## config.mk

```make
export PLATFORM = sky130hd
export DESIGN_NAME = spi_slave_rx_shifter
export DESIGN_NICKNAME = d
export VERILOG_FILES = /design/src/rtl/spi_slave_rx_shifter.sv
export SDC_FILE = /design/constraint.sdc
export NUM_CORES = 1
export LEC_CHECK = 0
export ABC_AREA = 1
export BUFFER_PORTS_ARGS = -buffer_cell sky130_fd_sc_hd__buf_4
export CAP_MARGIN = 30
export CORE_UTILIZATION = 40
export DETAILED_ROUTE_END_ITERATION = 10
export PLACE_DENSITY_LB_ADDON = 0.3
export SYNTH_ARGS = -nofsm -noshare
export SYNTH_HDL_FRONTEND = slang
export SYNTH_SLANG_ARGS = --single-unit
```

## constraint.sdc

```tcl
create_clock -name sclk -period 1.9 [get_ports sclk]
set_clock_uncertainty 0.05 [all_clocks]
set_input_delay 0.285 -clock sclk [delete_from_list [all_inputs] [get_ports sclk]]
set_output_delay 0.285 -clock sclk [all_outputs]
set_load 0.01 [all_outputs]
```

## src/rtl/spi_slave_rx_shifter.sv

```systemverilog
// Purpose : SPI slave receive deserialiser. Shifts SDI pad data (1 bit std or 4 bit quad)
//           into a 32-bit word and pulses rx_data_valid when the programmed field is complete.
// Latency : rx_data_valid is high in the cycle after the edge that samples the field's last bit.
//           There is no backpressure. The controller must consume rx_data in the valid cycle.
//
// Ports:
//   sclk, sys_rstn      SPI clock (posedge); synchronous active-low reset
//   cs                  chip select, 1 = deselected (clears the frame)
//   en_quad, sdi[3:0]   width select and pad data (sdi[0] only in std mode)
//   rx_counter[7:0]     new field target (last index, 0-based), loaded when rx_counter_upd=1
//   rx_data[31:0]       shift register, newest bit/nibble at LSB
//   rx_data_valid       one-cycle field-complete pulse
//   rx_abort            one-cycle pulse when cs rises during a partial field
//   rx_word_cnt[15:0]   fields completed since last deselect, saturating
module spi_slave_rx_shifter #(
  parameter int unsigned CMD_BITS_STD  = 8,
  parameter int unsigned CMD_BITS_QUAD = 2
) (
  input  logic        sclk,
  input  logic        sys_rstn,
  input  logic        cs,
  input  logic        en_quad,
  input  logic [3:0]  sdi,
  input  logic [7:0]  rx_counter,
  input  logic        rx_counter_upd,
  output logic [31:0] rx_data,
  output logic        rx_data_valid,
  output logic        rx_abort,
  output logic [15:0] rx_word_cnt
);

  localparam logic [7:0] TGT_STD  = 8'(CMD_BITS_STD - 1);
  localparam logic [7:0] TGT_QUAD = 8'(CMD_BITS_QUAD - 1);

  logic [7:0]  cnt_q;
  logic [7:0]  tgt_q;
  logic [31:0] data_q;
  logic        valid_q;
  logic        abort_q;
  logic [15:0] words_q;

  logic [7:0]  tgt_eff;
  logic [31:0] data_next;
  logic [15:0] words_inc;
  logic        field_done;

  // A retarget issued in the valid cycle applies to the edge that samples the
  // next field's first bit. This keeps fields back-to-back with no lost edges.
  assign tgt_eff    = rx_counter_upd ? rx_counter : tgt_q;
  assign field_done = (cnt_q == tgt_eff);
  assign data_next  = en_quad ? {data_q[27:0], sdi} : {data_q[30:0], sdi[0]};
  assign words_inc  = (words_q == 16'hFFFF) ? words_q : words_q + 16'd1;

  always_ff @(posedge sclk) begin
    if (!sys_rstn) begin
      cnt_q   <= 8'd0;
      tgt_q   <= TGT_STD;
      data_q  <= 32'd0;
      valid_q <= 1'b0;
      abort_q <= 1'b0;
      words_q <= 16'd0;
    end else if (cs) begin
      // Deselect re-arms for a command of the current width. Only a partial
      // field in flight is reported as an abort.
      cnt_q   <= 8'd0;
      tgt_q   <= en_quad ? TGT_QUAD : TGT_STD;
      data_q  <= 32'd0;
      valid_q <= 1'b0;
      abort_q <= (cnt_q != 8'd0);
      words_q <= 16'd0;
    end else begin
      tgt_q   <= tgt_eff;
      data_q  <= data_next;
      abort_q <= 1'b0;
      if (field_done) begin
        valid_q <= 1'b1;
        cnt_q   <= 8'd0;
        words_q <= words_inc;
      end else begin
        // If the target was lowered below cnt, this wraps through 8'hFF.
        valid_q <= 1'b0;
        cnt_q   <= cnt_q + 8'd1;
      end
    end
  end

  assign rx_data       = data_q;
  assign rx_data_valid = valid_q;
  assign rx_abort      = abort_q;
  assign rx_word_cnt   = words_q;

endmodule

```

Yosys cells after proc, flatten, opt, wreduce, memory -nomap -nowiden
Cells that the tools add are included.
{ "classes": {"n_addsub": 2, "eq_ne": 2, "mux": 5, "bitwise": 2, "n_reduce_logical": 5} }
{ "op_table": {"columns": ["cell", "count"], "rows": [
  ["two-way mux 32 bit", 1],
  ["adder 16 x 1 -> 16 bit, second input constant", 1],
  ["== test 16 bit, second input constant", 1],
  ["two-way mux 8 bit", 2],
  ["adder 8 x 1 -> 8 bit, second input constant", 1],
  ["== test 8 bit", 1],
  ["nonzero test 8 bit", 1],
  ["AND reduction 2 bit", 2],
  ["two-way mux 3 bit", 1],
  ["OR reduction 3 bit", 1],
  ["inverter 1 bit", 2],
  ["OR reduction 2 bit", 1],
  ["two-way mux 1 bit", 1]
]} }
{ "word_totals": {"register_bits": 66, "in_bits": 17, "out_inout_bits": 50, "elab_cells": 22} }

Longest topological paths before layout
{ "logic_depth": {"depth_word": 3, "mapped_depth": 13, "mapped_depth_nobuf": 12} }

Worst setup path before layout
OpenSTA, ideal clock, no wires.
{ "synth_timing": {"path_type": "register to register", "start": "reg words_q[0], in the netlist rx_word_cnt[0]", "end": "reg words_q[13], in the netlist rx_word_cnt[13]", "arrival_ns": 1.505, "setup_slack_ns": 0.232, "stages_incl_launch_ff": 9, "n_path_buf": 0, "cell_sequence": "dfxtp_1 > ha_1 > nand2_1 > nor2_1 > nand4_1 > nand2_1 > nor2_1 > a21oi_2 > nor2_2"} }
{ "synth_between": {"elab_chain_len": 3} }
{ "synth_rtl": {"columns": ["element", "line", "text"], "rows": [
  ["from (decl)", "40", "logic [15:0] words_q;"],
  ["from (signal assigned)", "78", "words_q <= words_inc;"],
  ["parallel branches: the longest is 3 deep, another holds adder 16 x 1 -> 16 bit", null, null]
]} }
Several ways; the timed one is not identified.
A chain may end at the register's enable or synchronous reset.

Final worst setup path
{ "layout_timing": {"start": "reg words_q[1], in the netlist rx_word_cnt[1]", "end": "reg words_q[1], in the netlist rx_word_cnt[1]"} }
Same word-level chain as after synthesis.

==> results.sh <==
export IMPL_cp_required_ns=2.10
export IMPL_worstReg2RegStart="rx_word_cnt[1]$_SDFFE_PP0P_"
export IMPL_drc=0
export IMPL_end_kind="flop"
export IMPL_netlist_area_um2=3140
export IMPL_yosysWarnings=0
export IMPL_numCtsBuffers=9
export IMPL_ant_nets=0
export IMPL_hold_viol_final=0
export IMPL_io_buffer_count=66
export IMPL_vias_per_cell=4.69
export IMPL_place_hpwl_um=5050
export IMPL_clk_latency_ns=0.35
export IMPL_placed_cell_area_um2=3770
export IMPL_core_um2=7410
export IMPL_fp_dieW_um=90.6
export IMPL_ir_worst_vdd_mv=0.450
export IMPL_slew_headroom=0.782
export IMPL_grt_remaining_overflow=0
export IMPL_wl_um=7080
export IMPL_grt_pass1_vias=2820
export IMPL_ys_top_cells_by_count="nand2_1 (151), dfxtp_1 (66), inv_1 (57), nand3_1 (47), nor2_1 (41)"
export IMPL_use_met3=0.0589
export IMPL_whs_ns=0.110
export IMPL_ctsHoldBuffers=0
export IMPL_gp_congestion=0.773
export IMPL_fp_row_count=31
export IMPL_synth_area_leader_cell="dfxtp_1"
export IMPL_worstPathArrival_ns=1.91
export IMPL_slowest_delay_ns=0.40
export IMPL_synth_area_leaders="dfxtp_1 (42%), nand2_1 (18%), nand3_1 (7.5%), inv_1 (6.8%), a21oi_1 (6.1%)"
export IMPL_worst_path_max_fanout=5
export IMPL_slew_viol_final=0
export IMPL_fin_crit_sh=0.903
export IMPL_powerDensity_nw_per_um2=686
export IMPL_area_growth_pct=26.4
export IMPL_synthCells=461
export IMPL_async_reset_ff_frac=0
export IMPL_worst_pin_slew_ns=0.323
export IMPL_n_antenna_cell=0
export IMPL_r2r_slack_ns=0.18
export IMPL_final_nets=554
export IMPL_initial_utilization=0.424
export IMPL_power_leakage_nw=1.69
export IMPL_ys_seq_area_frac=0.421
export IMPL_num_io_pins=67
export IMPL_hold_depth=3
export IMPL_hold_class="in2reg"
export IMPL_synthFlopType="dfxtp_1"
export IMPL_htreeDepth=3
export IMPL_grt_met2_usage=0.285
export IMPL_r2r_end="rx_word_cnt[1]$_SDFFE_PP0P_"
export IMPL_holdCritStartpoint="sdi[0]"
export IMPL_avgSynthCellArea_um2=6.82
export IMPL_vias=2990
export IMPL_cts_buffer_depth=2
export IMPL_met1_usage=0.230
export IMPL_timing_fmax_ghz=0.583
export IMPL_cts_tree="done"
export IMPL_die_y_um=90.6
export IMPL_top_usage_layer="met2"
export IMPL_post_route_util=0.536
export IMPL_critPathKind="reg2reg"
export IMPL_setup_violations=0
export IMPL_cp_start_kind="flop"
export IMPL_synth_top_area_frac=0.421
export IMPL_status="completed"
export IMPL_syn_nets=481
export IMPL_fin_total_pwr_w=0.00272
export IMPL_synth_cell_type_count=21
export IMPL_cp_startpoint="rx_word_cnt[1]$_SDFFE_PP0P_"
export IMPL_yosysMostFrequentCell="nand2_1"
export IMPL_antenna_found_initial=0
export IMPL_drt_wirelength_per_cell_um=11.1
export IMPL_crit_buf_inv=2
export IMPL_ctsRootBufferMaster="clkbuf_8"
export IMPL_grt_usage=0.182
export IMPL_dr_pass1_iters=4
export IMPL_layout_drive_gt1_share=0.232
export IMPL_crit_chain="ha_1, nand2_1, nor2_2, nand4_1, buf_4, nand3_2, nand2_1, inv_1, nor2_1"
export IMPL_ys_ff_latch=66
export IMPL_clkTransAtPathRegs_ns=0.08
export IMPL_hold_end="rx_data[0]$_SDFF_PP0_"
export IMPL_crit_top_cell="nand2_1"
export IMPL_rr_worst_depth=9
export IMPL_grt_max_degree=35
export IMPL_min_period_ns=1.72
export IMPL_crit_family="simple AND/OR/NAND/NOR gates"
export IMPL_max_cap_viol_count=0
export IMPL_synth_edf_count=0
export IMPL_fin_area_um2=3970
export IMPL_numClockSinks=66
export IMPL_grt_first_pass_wirelength_um=12200
export IMPL_worst_path_max_delay_cell="dfxtp_1"
export IMPL_drt_initial_drc_count=81
export IMPL_die_area_um2=8210
-- worst max path at each step --
stage | depth (start not counted) | slack, ns | end
global route | 10 | -0.02 | rx_word_cnt[4]$_SDFFE_PP0P_
detailed placement | 11 | 0.03 | cnt_q[6]$_SDFF_PP0_
finish | 9 | 0.18 | rx_word_cnt[1]$_SDFFE_PP0P_
floorplan | 8 | 0.23 | rx_word_cnt[13]$_SDFFE_PP0P_
CTS | 8 | 0.08 | rx_word_cnt[13]$_SDFFE_PP0P_
global placement | 11 | 0.07 | cnt_q[2]$_SDFF_PP0_
-- cell type report --
type / instances / area, um2
Fill cell: 739 / 3440
Timing Repair Buffer: 77 / 603
Multi-Input combinational cell: 322 / 1520
Clock buffer: 9 / 124
Tap cell: 99 / 124
Sequential cell: 66 / 1320
Clock inverter: 7 / 58.8
Inverter: 58 / 218
-- placed cells by master, fill, tap and decap left out --
cell type and instances:
nand2_1 150, buf_4 75, dfxtp_1 66, inv_1 57
nand3_1 47, nor2_1 39, a21oi_1 38, clkbuf_8 9
nor2_2 7, nand2_2 7, nand3_2 5, a21oi_2 5
nor3_1 5, nand2_4 4, nand4_1 4, nor2_4 3
xor2_1 3, ha_1 3, inv_6 3, clkinvlp_4 2
clkinv_4 2, buf_12 2, inv_2 1, xnor2_1 1
nor4_1 1
-- cells by family (layout without fill, tap and decap cells) --
family | count (synthesis) | in the layout | synth area share
adder cells (fa/ha/maj) | 3 | 3 | 0.0119
flip-flops | 66 | 66 | 0.421
AND/OR/NAND/NOR | 272 | 272 | 0.385
XOR/XNOR | 4 | 4 | 0.0112
buffers and inverters | 73 | 151 | 0.0968
AO/OA/AOI/OAI | 43 | 43 | 0.0745
-- power by group --
| part | leakage [nW] | internal [W] | switching (W) |
|---|---|---|---|
| logic | 1.07 | 0.0000814 | 0.000136 |
| registers | 0.534 | 0.00140 | 0.0000105 |
| clock network | 0.0868 | 0.000491 | 0.000609 |
-- sequential cells by signal, indices dropped and copies added, names as in the netlist --
name	cells
cnt_q	8
rx_abort	1
rx_data	32
rx_data_valid	1
rx_word_cnt	16
tgt_q	8
-- per-layer routing --
layer	routed length [um]	share of wire	vias to the layer above
li1	-	-	1584
met1	3400	0.48	1330
met2	3120	0.44	64
met3	433	0.061	12
met4	133	0.019	0
met5	0	0	-
-- tightest hold or removal path, cell delays in order --
cell,delay [ns]
buf_4,0.11
inv_1,0.04
nor2_1,0.03
-- per-stage QoR --
step                instances  setup TNS, ns  setup WS, ns
floorplan                 461              0         0.232
global placement          621              0        0.0672
detailed placement        621              0        0.0323
CTS                       637              0        0.0807
global route              638        -0.0230       -0.0157
finish                    638              0         0.184
-- what timing repair did --
item,4_1_cts,5_1_grt
endpoints found under the setup margin,0,14
resized for setup,0,3
setup buffers,0,1
No activity file was read; power rests on OpenSTA's default activity.
